$ cat config.mk
export PLATFORM = sky130hd
export DESIGN_NAME = updown_counter_param
export DESIGN_NICKNAME = d
export VERILOG_FILES = /design/src/rtl/updown_counter_param_pkg.sv /design/src/rtl/updown_counter_param_cnt_next_val.sv /design/src/rtl/updown_counter_param.sv
export SDC_FILE = /design/constraint.sdc
export NUM_CORES = 1
export LEC_CHECK = 0
export CAP_MARGIN = 25
export CORE_AREA = 2 2 39 41
export CTS_BUF_LIST = sky130_fd_sc_hd__clkbuf_8
export DETAILED_ROUTE_END_ITERATION = 10
export DIE_AREA = 0 0 41 43
export DONT_BUFFER_PORTS = 1
export HOLD_SLACK_MARGIN = 0.05
export PLACE_DENSITY = 0.46
export SLEW_MARGIN = 20
export SYNTH_ARGS = -nofsm -noshare
export SYNTH_HDL_FRONTEND = slang
export SYNTH_HIERARCHICAL = 1
export SYNTH_SLANG_ARGS = --single-unit
$ cat constraint.sdc
create_clock -name clk -period 3.8 [get_ports clk]
set_clock_uncertainty 0.15 [all_clocks]
set_input_delay 0.57 -clock clk [delete_from_list [all_inputs] [get_ports clk]]
set_output_delay 0.57 -clock clk [all_outputs]
set_load 0.1 [all_outputs]
$ cat src/rtl/updown_counter_param_pkg.sv
//------------------------------------------------------------------------------
// updown_counter_param_pkg
//   Shared mode and direction encodings for the up/down counter family.
//------------------------------------------------------------------------------
`default_nettype none

package updown_counter_param_pkg;

  // Limit behaviour selected by SAT_MODE
  localparam int CNT_WRAP = 0;
  localparam int CNT_SAT  = 1;

  // Direction encoding carried on up_dn
  localparam logic CNT_UP = 1'b1;
  localparam logic CNT_DN = 1'b0;

endpackage : updown_counter_param_pkg

`default_nettype wire

$ cat src/rtl/updown_counter_param_cnt_next_val.sv
//------------------------------------------------------------------------------
// cnt_next_val
//   Combinational next-count and limit-event logic for updown_counter_param.
//   wrap_evt flags an enabled step at a limit (it becomes the top-level tc).
//------------------------------------------------------------------------------
`default_nettype none

module cnt_next_val
  import updown_counter_param_pkg::*;
#(
  parameter int WIDTH    = 4,
  parameter int MAX_VAL  = (2**WIDTH)-1,
  parameter int SAT_MODE = CNT_WRAP
) (
  input  logic [WIDTH-1:0] count,
  input  logic             up_dn,
  input  logic             en,
  input  logic             load,
  input  logic [WIDTH-1:0] load_val,
  output logic [WIDTH-1:0] next_count,
  output logic             wrap_evt,
  output logic             at_max,
  output logic             at_zero
);

  localparam logic [WIDTH-1:0] MAX_V = WIDTH'(MAX_VAL);
  localparam logic [WIDTH-1:0] ONE   = WIDTH'(1);

  // An out-of-range limit cannot be represented in the count register
  if (MAX_VAL > (2**WIDTH)-1) begin : g_max_val_illegal
    $error("cnt_next_val: MAX_VAL exceeds 2**WIDTH-1");
  end

  logic [WIDTH-1:0] load_clamped;
  logic             going_up;

  // Limit decodes, load clamping and the limit event
  always_comb begin
    at_max       = (count == MAX_V);
    at_zero      = (count == '0);
    going_up     = (up_dn == CNT_UP);
    // Widened compare keeps the clamp meaningful for any MAX_VAL
    load_clamped = (int'(load_val) > MAX_VAL) ? MAX_V : load_val;
    wrap_evt     = en & ~load & ((going_up & at_max) | (~going_up & at_zero));
  end

  // Next-count selection: load beats enable, enable beats hold
  always_comb begin
    next_count = count;
    if (load) begin
      next_count = load_clamped;
    end else if (en) begin
      if (going_up) begin
        if (!at_max) begin
          next_count = count + ONE;
        end else if (SAT_MODE == CNT_WRAP) begin
          next_count = '0;
        end
      end else begin
        if (!at_zero) begin
          next_count = count - ONE;
        end else if (SAT_MODE == CNT_WRAP) begin
          next_count = MAX_V;
        end
      end
    end
  end

endmodule : cnt_next_val

`default_nettype wire

$ cat src/rtl/updown_counter_param.sv
//------------------------------------------------------------------------------
// updown_counter_param
//   Parametrised synchronous up/down counter with load, enable, modulus,
//   wrap/saturate selection, terminal-count output and sticky overflow flag.
//   Revision: 1.0
//------------------------------------------------------------------------------
`default_nettype none

module updown_counter_param
  import updown_counter_param_pkg::*;
#(
  parameter int WIDTH    = 4,
  parameter int MAX_VAL  = (2**WIDTH)-1,
  parameter int SAT_MODE = CNT_WRAP
) (
  input  logic             clk,
  input  logic             rst_n,
  input  logic             en,
  input  logic             up_dn,
  input  logic             load,
  input  logic [WIDTH-1:0] load_val,
  input  logic             clr_ovf,
  output logic [WIDTH-1:0] count,
  output logic             tc,
  output logic             at_max,
  output logic             at_zero,
  output logic             ovf
);

  logic [WIDTH-1:0] next_count;
  logic             wrap_evt;

  cnt_next_val #(
    .WIDTH    (WIDTH),
    .MAX_VAL  (MAX_VAL),
    .SAT_MODE (SAT_MODE)
  ) u_next (
    .count      (count),
    .up_dn      (up_dn),
    .en         (en),
    .load       (load),
    .load_val   (load_val),
    .next_count (next_count),
    .wrap_evt   (wrap_evt),
    .at_max     (at_max),
    .at_zero    (at_zero)
  );

  // tc doubles as the enable of a cascaded next stage
  assign tc = wrap_evt;

  // Count register and sticky overflow; a limit event outranks a clear
  always_ff @(posedge clk) begin
    if (!rst_n) begin
      count <= '0;
      ovf   <= 1'b0;
    end else begin
      count <= next_count;
      if (wrap_evt) begin
        ovf <= 1'b1;
      end else if (clr_ovf) begin
        ovf <= 1'b0;
      end
    end
  end

endmodule : updown_counter_param

`default_nettype wire
### Yosys cells after proc, flatten, opt, wreduce, memory -nomap -nowiden

Cells that the tools add are included.

| storage, ports and cells | value |
|---|---|
| output and inout port bits | 8 |
| bits in registers | 5 |
| bits of input ports | 10 |

| operators by class | value |
|---|---|
| bitwise gates (word level) | 7 |
| muxes and demuxes | 7 |
| reductions and logical operators | 3 |
| $add $sub $neg | 2 |
| equality and inequality tests | 1 |

Operators by type and width:

| kind | count |
|---|---|
| 2-to-1 mux 4 bit | 5 |
| adder 4 x 1 -> 4 bit, second input constant | 1 |
| AND 1 bit | 4 |
| equality test 4 bit, second input constant | 1 |
| zero test 4 bit | 1 |
| nonzero test 2 bit | 2 |
| subtractor 4 x 1 -> 4 bit, second input constant | 1 |
| 2-to-1 mux 1 bit | 2 |
| NOT 1 bit | 2 |
| bitwise OR 1 bit | 1 |

### Logic depth before layout (Yosys ltp)

| logic depth | value |
|---|---|
| word-level depth | 5 |
| mapped depth | 7 |
| mapped depth without buffers | 7 |

### Cells and area by module

The synthesis kept the hierarchy.

By module, submodules not included:

| module | cells an instance | seq. area each (sq um) | area each (sq um) | times used |
|---|---|---|---|---|
| cnt_next_val | 34 | 0.0 | 246.5 | 1 |
| updown_counter_param | 11 | 100.1 | 146.4 | 1 |

### Worst setup path after synthesis

Ideal clock, no wire load.

| timing | value |
|---|---|
| path kind | register to output |
| start | register count[0] |
| end | output tc |
| buffers on the path | 0 |
| path slack | -1.994 ns |
| arrival | 5.074 ns |
| data required time | 3.080 ns |
| cell stages (with the launch flop) | 6 |
| path through | dfxtp_1 inv_1 ha_1 nor3b_1 mux2i_1 nor2b_1 |

| between the ends | value |
|---|---|
| longest elaborated chain between the ends | 4 |
| elaborated cells on any way between the ends | 6 |
| those cells by class | eq/ne (1); bitwise (4); reduce/logical (1) |

RTL lines:

| element | line | source |
|---|---|---|
| from (decl) | updown_counter_param.sv:23 | `output logic [WIDTH-1:0] count,` |
| from (signal assigned) | updown_counter_param.sv:58 | `count <= next_count;` |
| zero test 4 bit | updown_counter_param_cnt_next_val.sv:40 | `at_zero = (count == '0);` |
| named net at_zero | updown_counter_param.sv:26 | `output logic at_zero,` |
| AND 1 bit | updown_counter_param_cnt_next_val.sv:44 | `wrap_evt = en & ~load & ((going_up & at_max) \| (~going_up & at_zero));` |
| bitwise OR 1 bit | updown_counter_param_cnt_next_val.sv:44 |  |
| AND 1 bit | updown_counter_param_cnt_next_val.sv:44 |  |
| to (decl) | updown_counter_param.sv:24 | `output logic tc,` |

The timed path passes the listed nets, and every way through them passes these cells.

### Worst setup path in the final report

| timing | value |
|---|---|
| start | register count[0] |
| end | output tc |

| between the ends | value |
|---|---|
| longest elaborated chain between the ends | 4 |
| elaborated cells on any way between the ends | 6 |
| those cells by class | eq/ne (1); bitwise (4); reduce/logical (1) |

RTL lines:

| element | line |
|---|---|
| equality test 4 bit / zero test 4 bit (equally long branches) | updown_counter_param_cnt_next_val.sv:39, updown_counter_param_cnt_next_val.sv:40 |
| AND 1 bit | updown_counter_param_cnt_next_val.sv:44 |
| bitwise OR 1 bit * | updown_counter_param_cnt_next_val.sv:44 |
| AND 1 bit * | updown_counter_param_cnt_next_val.sv:44 |

Every way passes the cells marked *; elsewhere a longest branch is shown, timed or not.

==> impl_metrics.env <==
export IMPL_outcome="complete, no violations"
export IMPL_synth_cell_type_count=27
export IMPL_hold_path_class="in -> reg"
export IMPL_first_pass_grt_wire_length_um=1450
export IMPL_mappedNetlistNets=57
export IMPL_postRouteWirelength_um=947
export IMPL_final_antenna_net_count=0
export IMPL_die_height_um=43
export IMPL_post_synth_cell_area_avg_um2=8.73
export IMPL_final_setup_tns_ns=0
export IMPL_hold_slack_ns=0.319
export IMPL_power_density_mw_per_mm2=479
export IMPL_synth_warning_count=6
export IMPL_post_layout_total_power_uw=244
export IMPL_max_slew_worst_pin_slew_ns=0.969
export IMPL_floorplan_initialDensity_pct=28.4
export IMPL_floorplan_die_width_um=41
export IMPL_diodes=0
export IMPL_synth_top_cell_by_area="dfxtp_1"
export IMPL_critical_path_slowest_cell="nor2b_4"
export IMPL_detail_route_first_pass_iterations=4
export IMPL_grt_overflow_total=0
export IMPL_final_layout_size_suffix_gt1_share_pct=29.6
export IMPL_core_area_mm2=0.00138
export IMPL_finalWeightedCongestion=0.614
export IMPL_critical_path_max_stage_delay_ns=0.55
export IMPL_dp_final_hpwl_um=743
export IMPL_clock_fmax_mhz=323
export IMPL_die_area_mm2=0.00176
export IMPL_synth_area_um2=393
export IMPL_drt_first_iter_violations=2
export IMPL_grt_start_max_net_pins=9
export IMPL_finalWorstPathRequiredPeriod_ns=3.10
export IMPL_layout_net_count=67
export IMPL_vdd_ir_drop_worst_mv=0.223
export IMPL_syn_instance_count=45
export IMPL_numCtsBuffers=3
export IMPL_sequentialPowerShare_pct=25.1
export IMPL_p_int_uw=153
export IMPL_final_max_slew_viol_count=0
export IMPL_synth_ff_latch_count=5
export IMPL_placed_area_um2=465
export IMPL_setup_violations_final=0
export IMPL_clockRootBuffer="clkbuf_8"
export IMPL_timing_setup_critical_path_class="reg -> out"
export IMPL_std_cell_rows=14
export IMPL_num_fill_cells=149
export IMPL_timing_final_hold_violations=0
export IMPL_critical_path_arrival_ns=2.38
export IMPL_path_cells="buf_4 -> inv_1 -> ha_1 -> nor3b_4 -> buf_4 -> mux2i_1 -> nor2b_4"
export IMPL_area_added_between_synthesis_and_finish_pct=29.9
export IMPL_grt_util_all_layers_pct=12.1
export IMPL_cts_num_sinks=5
export IMPL_combinationalPowerShare_pct=36.0
export IMPL_clock_latency_ns=0.22
export IMPL_antenna_found_initial=0
export IMPL_post_route_cell_area_um2=510
export IMPL_worst_path_max_fanout=8
export IMPL_power_clock_fraction_pct=38.9
export IMPL_sequential_element_share_of_the_synthesized_area_pct=25.5
export IMPL_clk_path_buf_depth=2
export IMPL_timing_final_crit_share_pct=81.5
export IMPL_portBuffers=0
export IMPL_yosys_top_cells_area="dfxtp_1 25%, and2_1 6.4%, ha_1 6.4%"
export IMPL_cts_setup_buffers=0
export IMPL_remaining_drc_errors=0
export IMPL_power_switching_uw=91.5
export IMPL_drt_wirelength_per_cell_um=13.5
export IMPL_io_pins=18
export IMPL_cts_resized=0
export IMPL_critPathCaptureType="output port"
export IMPL_max_cap_violations=0
export IMPL_critPathLaunchType="register"
export IMPL_holdBufCountCts=0
export IMPL_worstPathRequired_ns=3.08
export IMPL_power_share_switching_pct=37.4
export IMPL_path_common_cell="buf_4"
export IMPL_leakagePower_uw=0.000216
export IMPL_synth_top_cell_area_share_pct=25.5
export IMPL_clk_pin_slew_ns=0.04
export IMPL_drt_vias_per_instance=4.91
export IMPL_grt_setup_unrepaired="false"
export IMPL_via_count_of_the_first_global_routing_pass=344
export IMPL_vias=344
export IMPL_cts_max_level=1
export IMPL_tritoncts="built"
export IMPL_max_slew_margin_rel_pct=35.3
==> metrics by stage <==
step | worst slack, ns | cells | util [%]
2_1_floorplan | 0.0649 | 45 | -
3_3_place_gp | 0.936 | 66 | 33.6
3_5_place_dp | 0.942 | 66 | 33.6
4_1_cts | 0.692 | 70 | 36.9
5_1_grt | 0.637 | 70 | 36.9
6_report | 0.702 | 70 | 36.9
==> worst max-delay path: cells and delay by family (launching register included) <==
kind | cells | cell delay (ns)
adders and majority gates | 1 | 0.22
buffers and inverters | 3 | 0.71
DFF | 1 | 0.30
and+or+nand+nor | 2 | 0.74
muxes | 1 | 0.19
==> cells by family after synthesis <==
group,share of synthesized area [%]
compound gates,19.4
xor+xnor,4.46
fa+ha+maj,6.37
buf+inv,4.78
flops,25.5
mux,11.8
simple gates,27.7
==> power groups by stage <==
stage / Combinational, uW / Sequential, uW / Clock, uW
final: 88.1 / 61.2 / 95.1
after global routing: 93.3 / 61.6 / 98.2
after CTS: 88.7 / 61.4 / 97.4
after detailed placement: 88.2 / 62.2 / 0
after global placement: 88.0 / 62.1 / 0
after floorplan: 47.2 / 91.1 / 0
==> layout by cell type, fill, tap and decap left out, drive strengths merged, types with 3 or more instances in the layout <==
master,instances
nor2b,3
dfxtp,5
buf,6
inv,3
nand2,3
and2,4
clkbuf,3
==> cell type report <==
| class | instances | area, um2 | share of cell area, % |
|---|---|---|---|
| Sequential cell | 5 | 100 | 19.6 |
| Tap cell | 16 | 20.0 | 3.92 |
| Timing Repair Buffer | 6 | 45.0 | 8.82 |
| Clock inverter | 1 | 3.75 | 0.735 |
| Clock buffer | 3 | 41.3 | 8.09 |
| Multi-Input combinational cell | 37 | 293 | 57.4 |
| Inverter | 2 | 7.51 | 1.47 |
==> Yosys cell counts <==
| cell type | count |
|---|---|
| nand2_1 | 2 |
| o21ba_2 | 1 |
| a221o_1 | 1 |
| mux2i_1 | 2 |
| nor3b_1 | 1 |
| mux2_4 | 1 |
| o221ai_1 | 1 |
| xnor2_1 | 2 |
| a21oi_1 | 2 |
| nor3_1 | 2 |
| nor2b_1 | 2 |
| nor2_1 | 2 |
| mux2_2 | 1 |
| nand2b_1 | 1 |
| o22ai_1 | 1 |
| o21a_1 | 1 |
| ha_1 | 2 |
| nand2_2 | 1 |
| and3_1 | 2 |
| inv_1 | 2 |
| o21ai_0 | 2 |
| o31ai_1 | 1 |
| a31oi_1 | 1 |
| nor2b_4 | 1 |
| buf_6 | 1 |
| and2_1 | 4 |
| dfxtp_1 | 5 |
==> final timing paths <==
check             cells after the start       end      from  slack [ns]
setup / recovery                      7        tc  count[0]        0.70
hold / removal                        1       ovf     rst_n        0.32
setup reg to reg                      8       ovf  count[0]        1.23
hold reg to reg                       3  count[1]  count[1]        0.54
==> state kept, by name (all words and copies together) (netlist names) <==
register and cells:
count 4, ovf 1
==> metal layers <==
layer,share of wire [%],track usage [%],wire length (um),vias up
met2,49,18.4,463,9
met5,0,0,0,-
met1,44,14.5,412,155
met4,0,6.00,0,0
li1,-,-,-,180
met3,7.5,3.66,71,0
(Power assumes the default switching activity.)
